[config.mk]
export PLATFORM = sky130hd
export DESIGN_NAME = regfile_ctx_ctrl
export DESIGN_NICKNAME = d
export VERILOG_FILES = /design/src/rtl/regfile_ctx_ctrl_pkg.sv /design/src/rtl/regfile_ctx_ctrl_dirty_map.sv /design/src/rtl/regfile_ctx_ctrl.sv
export SDC_FILE = /design/constraint.sdc
export NUM_CORES = 1
export LEC_CHECK = 0
export BUFFER_PORTS_ARGS = -buffer_cell sky130_fd_sc_hd__buf_2
export CAP_MARGIN = 20
export CORE_MARGIN = 8
export CORE_UTILIZATION = 35
export CTS_CLUSTER_DIAMETER = 200
export CTS_CLUSTER_SIZE = 20
export DETAILED_ROUTE_END_ITERATION = 10
export GPL_TIMING_DRIVEN = 0
export PLACE_DENSITY = 0.87
export SYNTH_ARGS = -nofsm -noshare
export SYNTH_HDL_FRONTEND = slang
export SYNTH_SLANG_ARGS = --single-unit
[constraint.sdc]
create_clock -name clk_i -period 5.6 [get_ports clk_i]
set_input_delay 1.12 -clock clk_i [delete_from_list [all_inputs] [get_ports clk_i]]
set_output_delay 1.12 -clock clk_i [all_outputs]
set_load 0.005 [all_outputs]
[src/rtl/regfile_ctx_ctrl_pkg.sv]
// Shared constants and FSM state type for the register-file context-switch sequencer.
package regfile_ctx_ctrl_pkg;

  localparam int RNUM        = 32;
  localparam int RADDR_WIDTH = $clog2(RNUM);
  localparam int RDATA_WIDTH = 32;
  localparam int CTX_WORDS   = 31;

  localparam logic [RADDR_WIDTH-1:0] ZERO_REG  = '0;
  localparam logic [RADDR_WIDTH-1:0] FIRST_REG = RADDR_WIDTH'(1);
  localparam logic [RADDR_WIDTH-1:0] LAST_REG  = RADDR_WIDTH'(CTX_WORDS);

  localparam logic READ_ENABLE  = 1'b1;
  localparam logic WRITE_ENABLE = 1'b1;

  typedef enum logic [2:0] {
    ST_IDLE,
    ST_SAVE,
    ST_R_REQ,
    ST_R_WAIT,
    ST_DONE
  } state_t;

endpackage

[src/rtl/regfile_ctx_ctrl_dirty_map.sv]
// Dirty bitmap of x1..x31 with lowest-dirty and next-dirty-after-idx priority encoders.
// Only instantiated when REGFILE_CTX_DIRTY_EN is defined.
module regfile_dirty_map
  import regfile_ctx_ctrl_pkg::*;
(
  input  logic                   clk,
  input  logic                   rst_n,
  input  logic                   set_en,
  input  logic [RADDR_WIDTH-1:0] set_addr,
  input  logic                   clear,
  input  logic [RADDR_WIDTH-1:0] cur_idx,
  output logic [RADDR_WIDTH-1:0] first_idx,
  output logic                   first_valid,
  output logic [RADDR_WIDTH-1:0] next_idx,
  output logic                   next_valid
);

  logic [RNUM-1:1] map_q;
  logic [RNUM-1:1] set_vec;
  logic [RNUM-1:1] eff_map;

  always_comb begin
    set_vec = '0;
    for (int i = 1; i < RNUM; i++) begin
      set_vec[i] = set_en && (set_addr == RADDR_WIDTH'(i));
    end
  end

  // A write snooped in the same cycle as the switch request still counts as dirty.
  assign eff_map = map_q | set_vec;

  always_ff @(posedge clk or negedge rst_n) begin
    if (!rst_n) begin
      map_q <= '0;
    end else if (clear) begin
      map_q <= '0;
    end else begin
      map_q <= map_q | set_vec;
    end
  end

  always_comb begin
    first_idx   = ZERO_REG;
    first_valid = 1'b0;
    next_idx    = ZERO_REG;
    next_valid  = 1'b0;
    for (int i = RNUM - 1; i >= 1; i--) begin
      if (eff_map[i]) begin
        first_idx   = RADDR_WIDTH'(i);
        first_valid = 1'b1;
      end
      if (map_q[i] && (RADDR_WIDTH'(i) > cur_idx)) begin
        next_idx   = RADDR_WIDTH'(i);
        next_valid = 1'b1;
      end
    end
  end

endmodule

[src/rtl/regfile_ctx_ctrl.sv]
// Task-switch sequencer: saves x1..x31 of the outgoing task, then restores the incoming task.
// Optional REGFILE_CTX_DIRTY_EN adds snoop ports so that only written registers are saved.
module regfile_ctx_ctrl
  import regfile_ctx_ctrl_pkg::*;
#(
  parameter int          TASK_ID_W  = 2,
  parameter logic [31:0] CTX_BASE   = 32'h0000_1000,
  parameter int          CTX_STRIDE = 128
) (
  input  logic                   clk_i,
  input  logic                   rst_i,
  input  logic                   sw_req_i,
  input  logic [TASK_ID_W-1:0]   sw_from_i,
  input  logic [TASK_ID_W-1:0]   sw_to_i,
  output logic                   stall_o,
  output logic                   sw_done_o,
  output logic                   rf_re_o,
  output logic [RADDR_WIDTH-1:0] rf_raddr_o,
  input  logic [RDATA_WIDTH-1:0] rf_rdata_i,
  output logic                   rf_we_o,
  output logic [RADDR_WIDTH-1:0] rf_waddr_o,
  output logic [RDATA_WIDTH-1:0] rf_wdata_o,
  output logic                   mem_req_o,
  output logic                   mem_we_o,
  output logic [31:0]            mem_addr_o,
  output logic [RDATA_WIDTH-1:0] mem_wdata_o,
  input  logic                   mem_gnt_i,
  input  logic                   mem_rvalid_i,
  input  logic [RDATA_WIDTH-1:0] mem_rdata_i
`ifdef REGFILE_CTX_DIRTY_EN
  ,
  input  logic                   snoop_we_i,
  input  logic [RADDR_WIDTH-1:0] snoop_waddr_i
`endif
);

  state_t                 state_q, state_d;
  logic [RADDR_WIDTH-1:0] idx_q, idx_d;
  logic [TASK_ID_W-1:0]   from_q, to_q;
  logic                   load;
  logic [31:0]            from_base, to_base, word_off;

  logic [RADDR_WIDTH-1:0] first_idx, next_idx;
  logic                   first_valid, next_valid;

`ifdef REGFILE_CTX_DIRTY_EN
  regfile_dirty_map u_dirty_map (
    .clk         (clk_i),
    .rst_n       (rst_i),
    .set_en      (snoop_we_i && !stall_o),
    .set_addr    (snoop_waddr_i),
    .clear       (state_q == ST_DONE),
    .cur_idx     (idx_q),
    .first_idx   (first_idx),
    .first_valid (first_valid),
    .next_idx    (next_idx),
    .next_valid  (next_valid)
  );
`else
  assign first_idx   = FIRST_REG;
  assign first_valid = 1'b1;
  assign next_idx    = idx_q + RADDR_WIDTH'(1);
  assign next_valid  = (idx_q != LAST_REG);
`endif

  // Context addresses wrap modulo 2^32 by construction of the 32-bit sums.
  assign from_base = CTX_BASE + 32'(from_q) * 32'(CTX_STRIDE);
  assign to_base   = CTX_BASE + 32'(to_q) * 32'(CTX_STRIDE);
  assign word_off  = {{(32 - RADDR_WIDTH - 2){1'b0}}, idx_q, 2'b00};

  always_ff @(posedge clk_i or negedge rst_i) begin
    if (!rst_i) begin
      state_q <= ST_IDLE;
      idx_q   <= FIRST_REG;
      from_q  <= '0;
      to_q    <= '0;
    end else begin
      state_q <= state_d;
      idx_q   <= idx_d;
      if (load) begin
        from_q <= sw_from_i;
        to_q   <= sw_to_i;
      end
    end
  end

  always_comb begin
    state_d     = state_q;
    idx_d       = idx_q;
    load        = 1'b0;
    stall_o     = 1'b0;
    sw_done_o   = 1'b0;
    rf_re_o     = 1'b0;
    rf_raddr_o  = ZERO_REG;
    rf_we_o     = 1'b0;
    rf_waddr_o  = ZERO_REG;
    rf_wdata_o  = '0;
    mem_req_o   = 1'b0;
    mem_we_o    = 1'b0;
    mem_addr_o  = '0;
    mem_wdata_o = '0;
    case (state_q)
      ST_IDLE: begin
        if (sw_req_i) begin
          load  = 1'b1;
          idx_d = FIRST_REG;
          if (sw_from_i == sw_to_i) begin
            state_d = ST_DONE;
          end else if (first_valid) begin
            state_d = ST_SAVE;
            idx_d   = first_idx;
          end else begin
            state_d = ST_R_REQ;
          end
        end
      end
      ST_SAVE: begin
        stall_o     = 1'b1;
        rf_re_o     = READ_ENABLE;
        rf_raddr_o  = idx_q;
        mem_req_o   = 1'b1;
        mem_we_o    = 1'b1;
        mem_addr_o  = from_base + word_off;
        mem_wdata_o = rf_rdata_i;
        if (mem_gnt_i) begin
          if (next_valid) begin
            idx_d = next_idx;
          end else begin
            idx_d   = FIRST_REG;
            state_d = ST_R_REQ;
          end
        end
      end
      ST_R_REQ: begin
        stall_o    = 1'b1;
        mem_req_o  = 1'b1;
        mem_addr_o = to_base + word_off;
        if (mem_gnt_i) begin
          state_d = ST_R_WAIT;
        end
      end
      ST_R_WAIT: begin
        stall_o = 1'b1;
        if (mem_rvalid_i) begin
          rf_we_o    = WRITE_ENABLE;
          rf_waddr_o = idx_q;
          rf_wdata_o = mem_rdata_i;
          if (idx_q == LAST_REG) begin
            idx_d   = FIRST_REG;
            state_d = ST_DONE;
          end else begin
            idx_d   = idx_q + RADDR_WIDTH'(1);
            state_d = ST_R_REQ;
          end
        end
      end
      ST_DONE: begin
        stall_o   = 1'b1;
        sw_done_o = 1'b1;
        state_d   = ST_IDLE;
      end
      default: begin
        state_d = ST_IDLE;
      end
    endcase
  end

endmodule
==> impl_metrics.csv, run 1 <==
group,metric,value,unit
place,pre_cts_ws,2.33,ns
worst_setup_path,required,4.48,ns
routing,drt_first_pass_iters,4,
cells_and_area,fin_util,0.617,
synth,ys.warnings.count,0,
clocking,post_cts_buffers,0,
clocking,numCtsBuffers,3,
worst_setup_path,critPathSlowestCell,"buf_2",
cells_and_area,stdcell_count,425,
worst_setup_path,critPathMostFrequentCell,"buf_2",
clocking,htreeDepth,1,
floorplan,ios,185,
pwr,peakVddDrop,0.164,mV
floorplan,num_rows,23,
clocking,cts.sinks,12,
routing,routed_via_density,4.27,
status,status,"finished clean",
pwr,p_leak,1.58,nW
worst_setup_path,crit_path_max_incr_delay,0.22,ns
cells_and_area,area_growth,68.8,%
cells_and_area,layout.nets,451,
clocking,cts_max_path_buffers,2,
floorplan,fp.dieH,80.6,um
timing,fin_crit,3.28,ns
place,hpwl,5.88,mm
timing,fmax,305,MHz
synth,synth-seq-area-share,0.206,
clocking,clock-root-buffer,"clkbuf_8",
worst_setup_path,cp-start-kind,"input port",
synth,synthFlopType,"dfrtp_1",
clocking,cts_resized,0,
floorplan,fp.coreArea,4000,sq um
synth,synth_seq_cells,12,
global_routing,antenna_found_initial,0,
place,dpl.cell_count,421,
routing,drcViolationCount,0,
routing,detail-route-antenna-nets,0,
synth,synth_area_leader_cell,"and2_1",
routing,wire_per_inst,15.5,um
cells_and_area,drive_gt1_frac,0.555,
clocking,tritoncts,"built",
worst_setup_path,crit_chain,"buf_2, nand2_1, nor2_1, buf_2, clkbuf_2, and2_1, buf_2",
worst_setup_path,worstSetupPathType,"in -> out",
timing,worst_pin_slew,0.514,ns
flow_run,max_cap_viol_count,0,
worst_setup_path,cp.arrival,2.16,ns
routing,vias,1813,
place,portBuffers,160,
worst_setup_path,crit_fanout,10,
synth,async_flop_share,1.00,
pwr,power.density,165,nW/um^2
clocking,path_clk_slew,0.05,ns
place,gp_congestion,0.844,
timing,final.setup.tns,0,ns
routing,drt_iter0_markers,34,
synth,synth_area_leaders,"and2_1 34%, dfrtp_1 19%, buf_4 13%",
cells_and_area,num_antenna_cells,0,
routing,finalWirelength,6.61,mm
global_routing,grt.overflow.total,0,
synth,synth_cell_type_count,35,
clocking,clk_latency,0.24,ns
pwr,total_power,0.406,mW
floorplan,start_util,0.365,
timing,drv_slew,0,
global_routing,track_usage,0.185,
synth,synth-edff-count,0,
clocking,hold_buffers,0,
timing,clock_skew,0.00227,ns
timing,setup_viol,0,
global_routing,grt_pass1_wl,9.52,mm
timing,slew_headroom,0.656,
synth,syn_inst,188,
timing,setup_ws,2.32,ns
timing,min_period_over_period,0.586,
cells_and_area,fillers,352,
synth,synthTopCellsByCount,"79 x and2_1, 26 x buf_4, 11 x dfrtp_1",
floorplan,dieArea,6500,sq um
synth,synthesis.area,1460,sq um
global_routing,grt_pass1_vias,1769,
floorplan,die_width,80.6,um
worst_setup_path,worstSetupEndpointType,"output pin",
timing,finalHoldViolCount,0,
hold_path,min_path_type,"reg -> reg",
global_routing,grt_max_degree,13,
synth,synth.avg_cell_area,7.77,sq um
synth,yosysMostFrequentCell,"and2_1",
timing,grt_setup_unrepaired,"false",
synth,yosysTopAreaCellShare,0.338,
-- final timing paths --
check,endpoint,from,slack [ns],depth (start not counted)
min,from_q[1],from_q[1],0.51,1
max in group asynchronous,idx_q[0],rst_i,4.58,1
min reg2reg,from_q[1],from_q[1],0.51,1
min in group asynchronous,from_q[1],rst_i,0.75,1
max,rf_wdata_o[7],mem_rvalid_i,2.32,7
max reg2reg,idx_q[3],idx_q[1],3.63,5
-- area by class of cell --
type | instances | area (sq um) | share of cell area
Buffer | 37 | 260 | 0.106
Clock buffer | 4 | 55.1 | 0.0223
Inverter | 3 | 11.3 | 0.00457
Multi-Input combinational cell | 159 | 975 | 0.395
Sequential cell | 12 | 302 | 0.122
Tap cell | 50 | 62.6 | 0.0254
Timing Repair Buffer | 160 | 801 | 0.325
-- critical path: cells and delay by family --
kind / cells / cell delay [ns]
buffers and inverters: 4 / 0.71
AND/OR/NAND/NOR: 3 / 0.33
-- layout by cell type, fill, tap and decap left out, types with 2 or more instances in the layout --
master    synthesis  routed
a21oi_1           2       2
a22oi_1           3       3
a31oi_1           4       4
and2_1           79      79
buf_2             3     163
buf_4            26      26
buf_6             2       2
clkbuf_1          2       2
clkbuf_2          4       4
clkbuf_8          0       4
conb_1            1      24
dfrtp_1          11      11
ha_1              2       2
inv_1             2       2
mux2_2            4       4
nand2_1           7       7
nand2b_1          2       2
nand3_1           2       2
nor2_1            9       9
nor2b_1           2       2
o21ai_0           4       4
o21ai_1           2       2
xor2_1            2       2
-- sequential cells by signal, indices dropped and copies added, names as in the netlist --
name	cells
idx_q	5
state_q	3
from_q	2
to_q	2
-- cell families (layout without fill, tap and decap cells) --
group,count (synthesis),after routing,synth area share
flip-flops,12,12,0.206
AND/OR/NAND/NOR,106,106,0.437
buffers and inverters,40,204,0.186
XOR/XNOR,3,3,0.0180
multiplexers,5,5,0.0411
adder cells (fa/ha/maj),2,2,0.0171
other,1,24,0.00257
AO/OA/AOI/OAI,19,19,0.0916
-- power breakdown --
group	switching, mW	total (mW)	internal [mW]
Combinational	0.0883	0.187	0.0985
Sequential	0.0211	0.125	0.104
Clock	0.0316	0.0936	0.0621
Total	0.141	0.406	0.265
-- stage by stage --
step	area, sq um	hold WS, ns
floorplan	1550	0.480
global placement	2410	0.493
detailed placement	2410	0.498
CTS	2470	0.510
global route	2470	0.511
finish	2470	0.509
-- metal layers --
layer / vias to the layer above / GRT usage / part of all wire
met2: 82 / 0.361 / 0.53
met5: - / 0 / 0
li1: 926 / - / -
met4: 0 / 0.0273 / 0.0051
met3: 4 / 0.0703 / 0.13
met1: 801 / 0.180 / 0.33
Note: power is estimated with default switching activity, not from simulation.
==> run 2: changes to the inputs <==
--- a/config.mk
+++ b/config.mk
@@ -5,15 +5,16 @@
 export SDC_FILE = /design/constraint.sdc
 export NUM_CORES = 1
 export LEC_CHECK = 0
+export ABC_AREA = 1
 export BUFFER_PORTS_ARGS = -buffer_cell sky130_fd_sc_hd__buf_2
 export CAP_MARGIN = 20
 export CORE_MARGIN = 8
-export CORE_UTILIZATION = 35
+export CORE_UTILIZATION = 32
 export CTS_CLUSTER_DIAMETER = 200
 export CTS_CLUSTER_SIZE = 20
 export DETAILED_ROUTE_END_ITERATION = 10
 export GPL_TIMING_DRIVEN = 0
-export PLACE_DENSITY = 0.87
+export PLACE_DENSITY = 0.79
 export SYNTH_ARGS = -nofsm -noshare
 export SYNTH_HDL_FRONTEND = slang
 export SYNTH_SLANG_ARGS = --single-unit
==> constraint.sdc (replaced) <==
create_clock -name clk_i -period 2.9 [get_ports clk_i]
set_input_delay 0.58 -clock clk_i [delete_from_list [all_inputs] [get_ports clk_i]]
set_output_delay 0.58 -clock clk_i [all_outputs]
set_load 0.005 [all_outputs]
==> run 2 against run 1 <==
First-iteration DRC count grew 91%. Total power rose to 4.0 times the previous value. Cell count rose by 31%. Clock skew is 0.0025 ns higher. Worst hold slack got worse by 0.30 ns. Via count increased by 18%. Combinational power rose to 6.0 times the previous value. Register-to-register slack lost 2.5 ns. Setup slack worse by 1.7 ns. Die area up 21%. Utilization fell by 8.4 points. Count of clock-buffer cells in the layout unchanged.
==> impl_metrics.csv, run 2 <==
group,metric,value,unit
timing,setup_ws,0.580,ns
cells_and_area,layout.nets,564,
cells_and_area,fillers,544,
timing,fmax,431,MHz
global_routing,use_met1,0.151,
cells_and_area,final_common_cell,"buf_2",
place,portBuffers,160,
place,gp_congestion,0.848,
synth,synth-edff-count,0,
clocking,post_cts_buffers,0,
routing,routed_via_density,3.82,
synth,synth.avg_cell_area,5.62,sq um
global_routing,grt_use_met2,0.308,
timing,finalHoldViolCount,0,
routing,drcViolationCount,0,
synth,ys.warnings.count,0,
pwr,power.density,598,nW/um^2
global_routing,grt_pass1_vias,1988,
status,status,"finished clean",
pwr,peakVddDrop,0.417,mV
clocking,cts_max_path_buffers,2,
synth,synth_cell_type_count,23,
cells_and_area,top_register,"idx_q",
synth,syn_inst,301,
synth,synth_area_leaders,"inv_1 19%, dfrtp_1 16%, nor2_1 16%",
timing,hold_ws,0.205,ns
synth,synth_seq_cells,12,
routing,vias,2132,
place,hpwl,6.13,mm
clocking,cts_resized,0,
pwr,p_leak,1.99,nW
cells_and_area,num_antenna_cells,0,
pwr,total_power,1.63,mW
floorplan,fp.dieH,88.7,um
clocking,tritoncts,"built",
clocking,clock-root-buffer,"clkbuf_8",
clocking,htreeDepth,1,
worst_setup_path,worstSetupEndpointType,"output pin",
synth,yosysMostFrequentCell,"inv_1",
synth,async_flop_share,1.00,
timing,drv_slew,0,
cells_and_area,drive_gt1_frac,0.465,
timing,final.setup.tns,0,ns
timing,grt_setup_unrepaired,"false",
flow_run,max_cap_viol_count,0,
clocking,path_clk_slew,0.06,ns
cells_and_area,area_growth,60.9,%
synth,synthesis.area,1690,sq um
clocking,numCtsBuffers,3,
global_routing,track_usage,0.156,
global_routing,grt_max_degree,13,
cells_and_area,finalInstanceArea,2720,sq um
synth,synth_area_leader_cell,"inv_1",
global_routing,antenna_found_initial,0,
worst_setup_path,worstSetupPathType,"reg -> out",
floorplan,fp.coreArea,5110,sq um
synth,yosysTopAreaCellShare,0.186,
global_routing,grt_pass1_wl,9.68,mm
routing,detail-route-antenna-nets,0,
worst_setup_path,crit_fanout,10,
place,pre_cts_ws,0.821,ns
routing,drt_iter0_markers,65,
cells_and_area,largest_reg_flops,5,
routing,finalWirelength,6.92,mm
synth,synthFlopType,"dfrtp_1",
clocking,hold_buffers,0,
timing,setup_viol,0,
synth,synth-seq-area-share,0.178,
global_routing,grt.overflow.total,0,
floorplan,start_util,0.331,
synth,synthTopCellsByCount,"84 x inv_1, 73 x nor2_1, 45 x nand2_1",
global_routing,grt.busiest_layer,"met2",
clocking,clk_latency,0.25,ns
timing,min_period_over_period,0.800,
floorplan,ios,185,
timing,fin_crit,2.32,ns
routing,wire_per_inst,12.4,um
floorplan,dieArea,7870,sq um
cells_and_area,reg_top3,"idx_q x5, state_q x3",
hold_path,min_path_type,"in -> async",
timing,clock_skew,0.00481,ns
global_routing,grt_use_met3,0.0418,
place,dpl_cell_area,2670,sq um
worst_setup_path,required,2.32,ns
clocking,cts.sinks,12,
floorplan,die_width,88.7,um
worst_setup_path,cp.arrival,1.74,ns
floorplan,num_rows,26,
worst_setup_path,cp-start-kind,"flop",
routing,drt_first_pass_iters,4,
cells_and_area,layout_common_cells,"163 x buf_2, 84 x inv_1, 73 x nor2_1, 45 x nand2_1, 26 x buf_4",
==> run 2: changes by cell type in the layout (fill, tap and decap cells not counted), sizes merged, moves of 5 or more <==
cell / previous run / this run
nor2: 9 / 95
inv: 3 / 88
and2: 79 / 0
nand2: 7 / 48
nand3: 2 / 9
a31oi: 5 / 0
clkbuf: 10 / 5
mux2: 5 / 0
==> run 2: layer usage <==
metal  up-vias  part of all wire
li1       1163                 -
met1       874              0.35
met2        86              0.53
met3         9              0.10
met4         0             0.016
met5         -                 0
==> run 2: power breakdown <==
| part | switching [mW] | total, mW | internal [mW] |
|---|---|---|---|
| Sequential | 0.0707 | 0.307 | 0.237 |
| Clock | 0.0683 | 0.189 | 0.120 |
| Combinational | 0.673 | 1.13 | 0.459 |
| Total | 0.812 | 1.63 | 0.816 |
==> run 2: metrics by stage <==
step | utilization | cells
6_report | 0.533 | 558
5_1_grt | 0.533 | 558
4_1_cts | 0.533 | 558
3_5_place_dp | 0.522 | 554
3_3_place_gp | 0.522 | 554
2_1_floorplan | - | 324
==> run 2: final timing paths <==
check,cells past startpoint,from,to,slack [ns]
setup / recovery,7,state_q[2],mem_wdata_o[18],0.58
hold / removal,1,rst_i,to_q[0],0.20
setup reg to reg,8,idx_q[0],state_q[2],1.12
hold reg to reg,2,from_q[0],from_q[0],0.48
max in group asynchronous,1,rst_i,idx_q[0],2.41
min in group clk_i,2,from_q[0],from_q[0],0.48
==> run 2: layout make-up <==
class	instances	area (sq um)	share of cell area
timing repair buffer	160	801	0.294
multi-input combinational	191	895	0.329
inverter	88	330	0.121
buffer	33	251	0.0924
tap	70	87.6	0.0322
clock buffer	4	55.1	0.0202
sequential	12	302	0.111
==> run 2: cells by family after synthesis <==
logic type                 Yosys count  share of synthesized area
buffers and inverters              121                      0.344
adders and majority gates            2                     0.0148
DFF                                 12                      0.178
other                                1                    0.00222
xor gates and xnor gates             1                    0.00518
AOI/OAI and AO/OA                    8                     0.0237
and+or+nand+nor                    156                      0.432
==> run 2: critical path, cell delays in order (launching register included) <==
cell and delay [ns]:
dfrtp_1 0.46, inv_2 0.16, nand2_2 0.10, nor2_4 0.19, inv_2 0.12, buf_2 0.19
nor2_1 0.13, buf_2 0.14
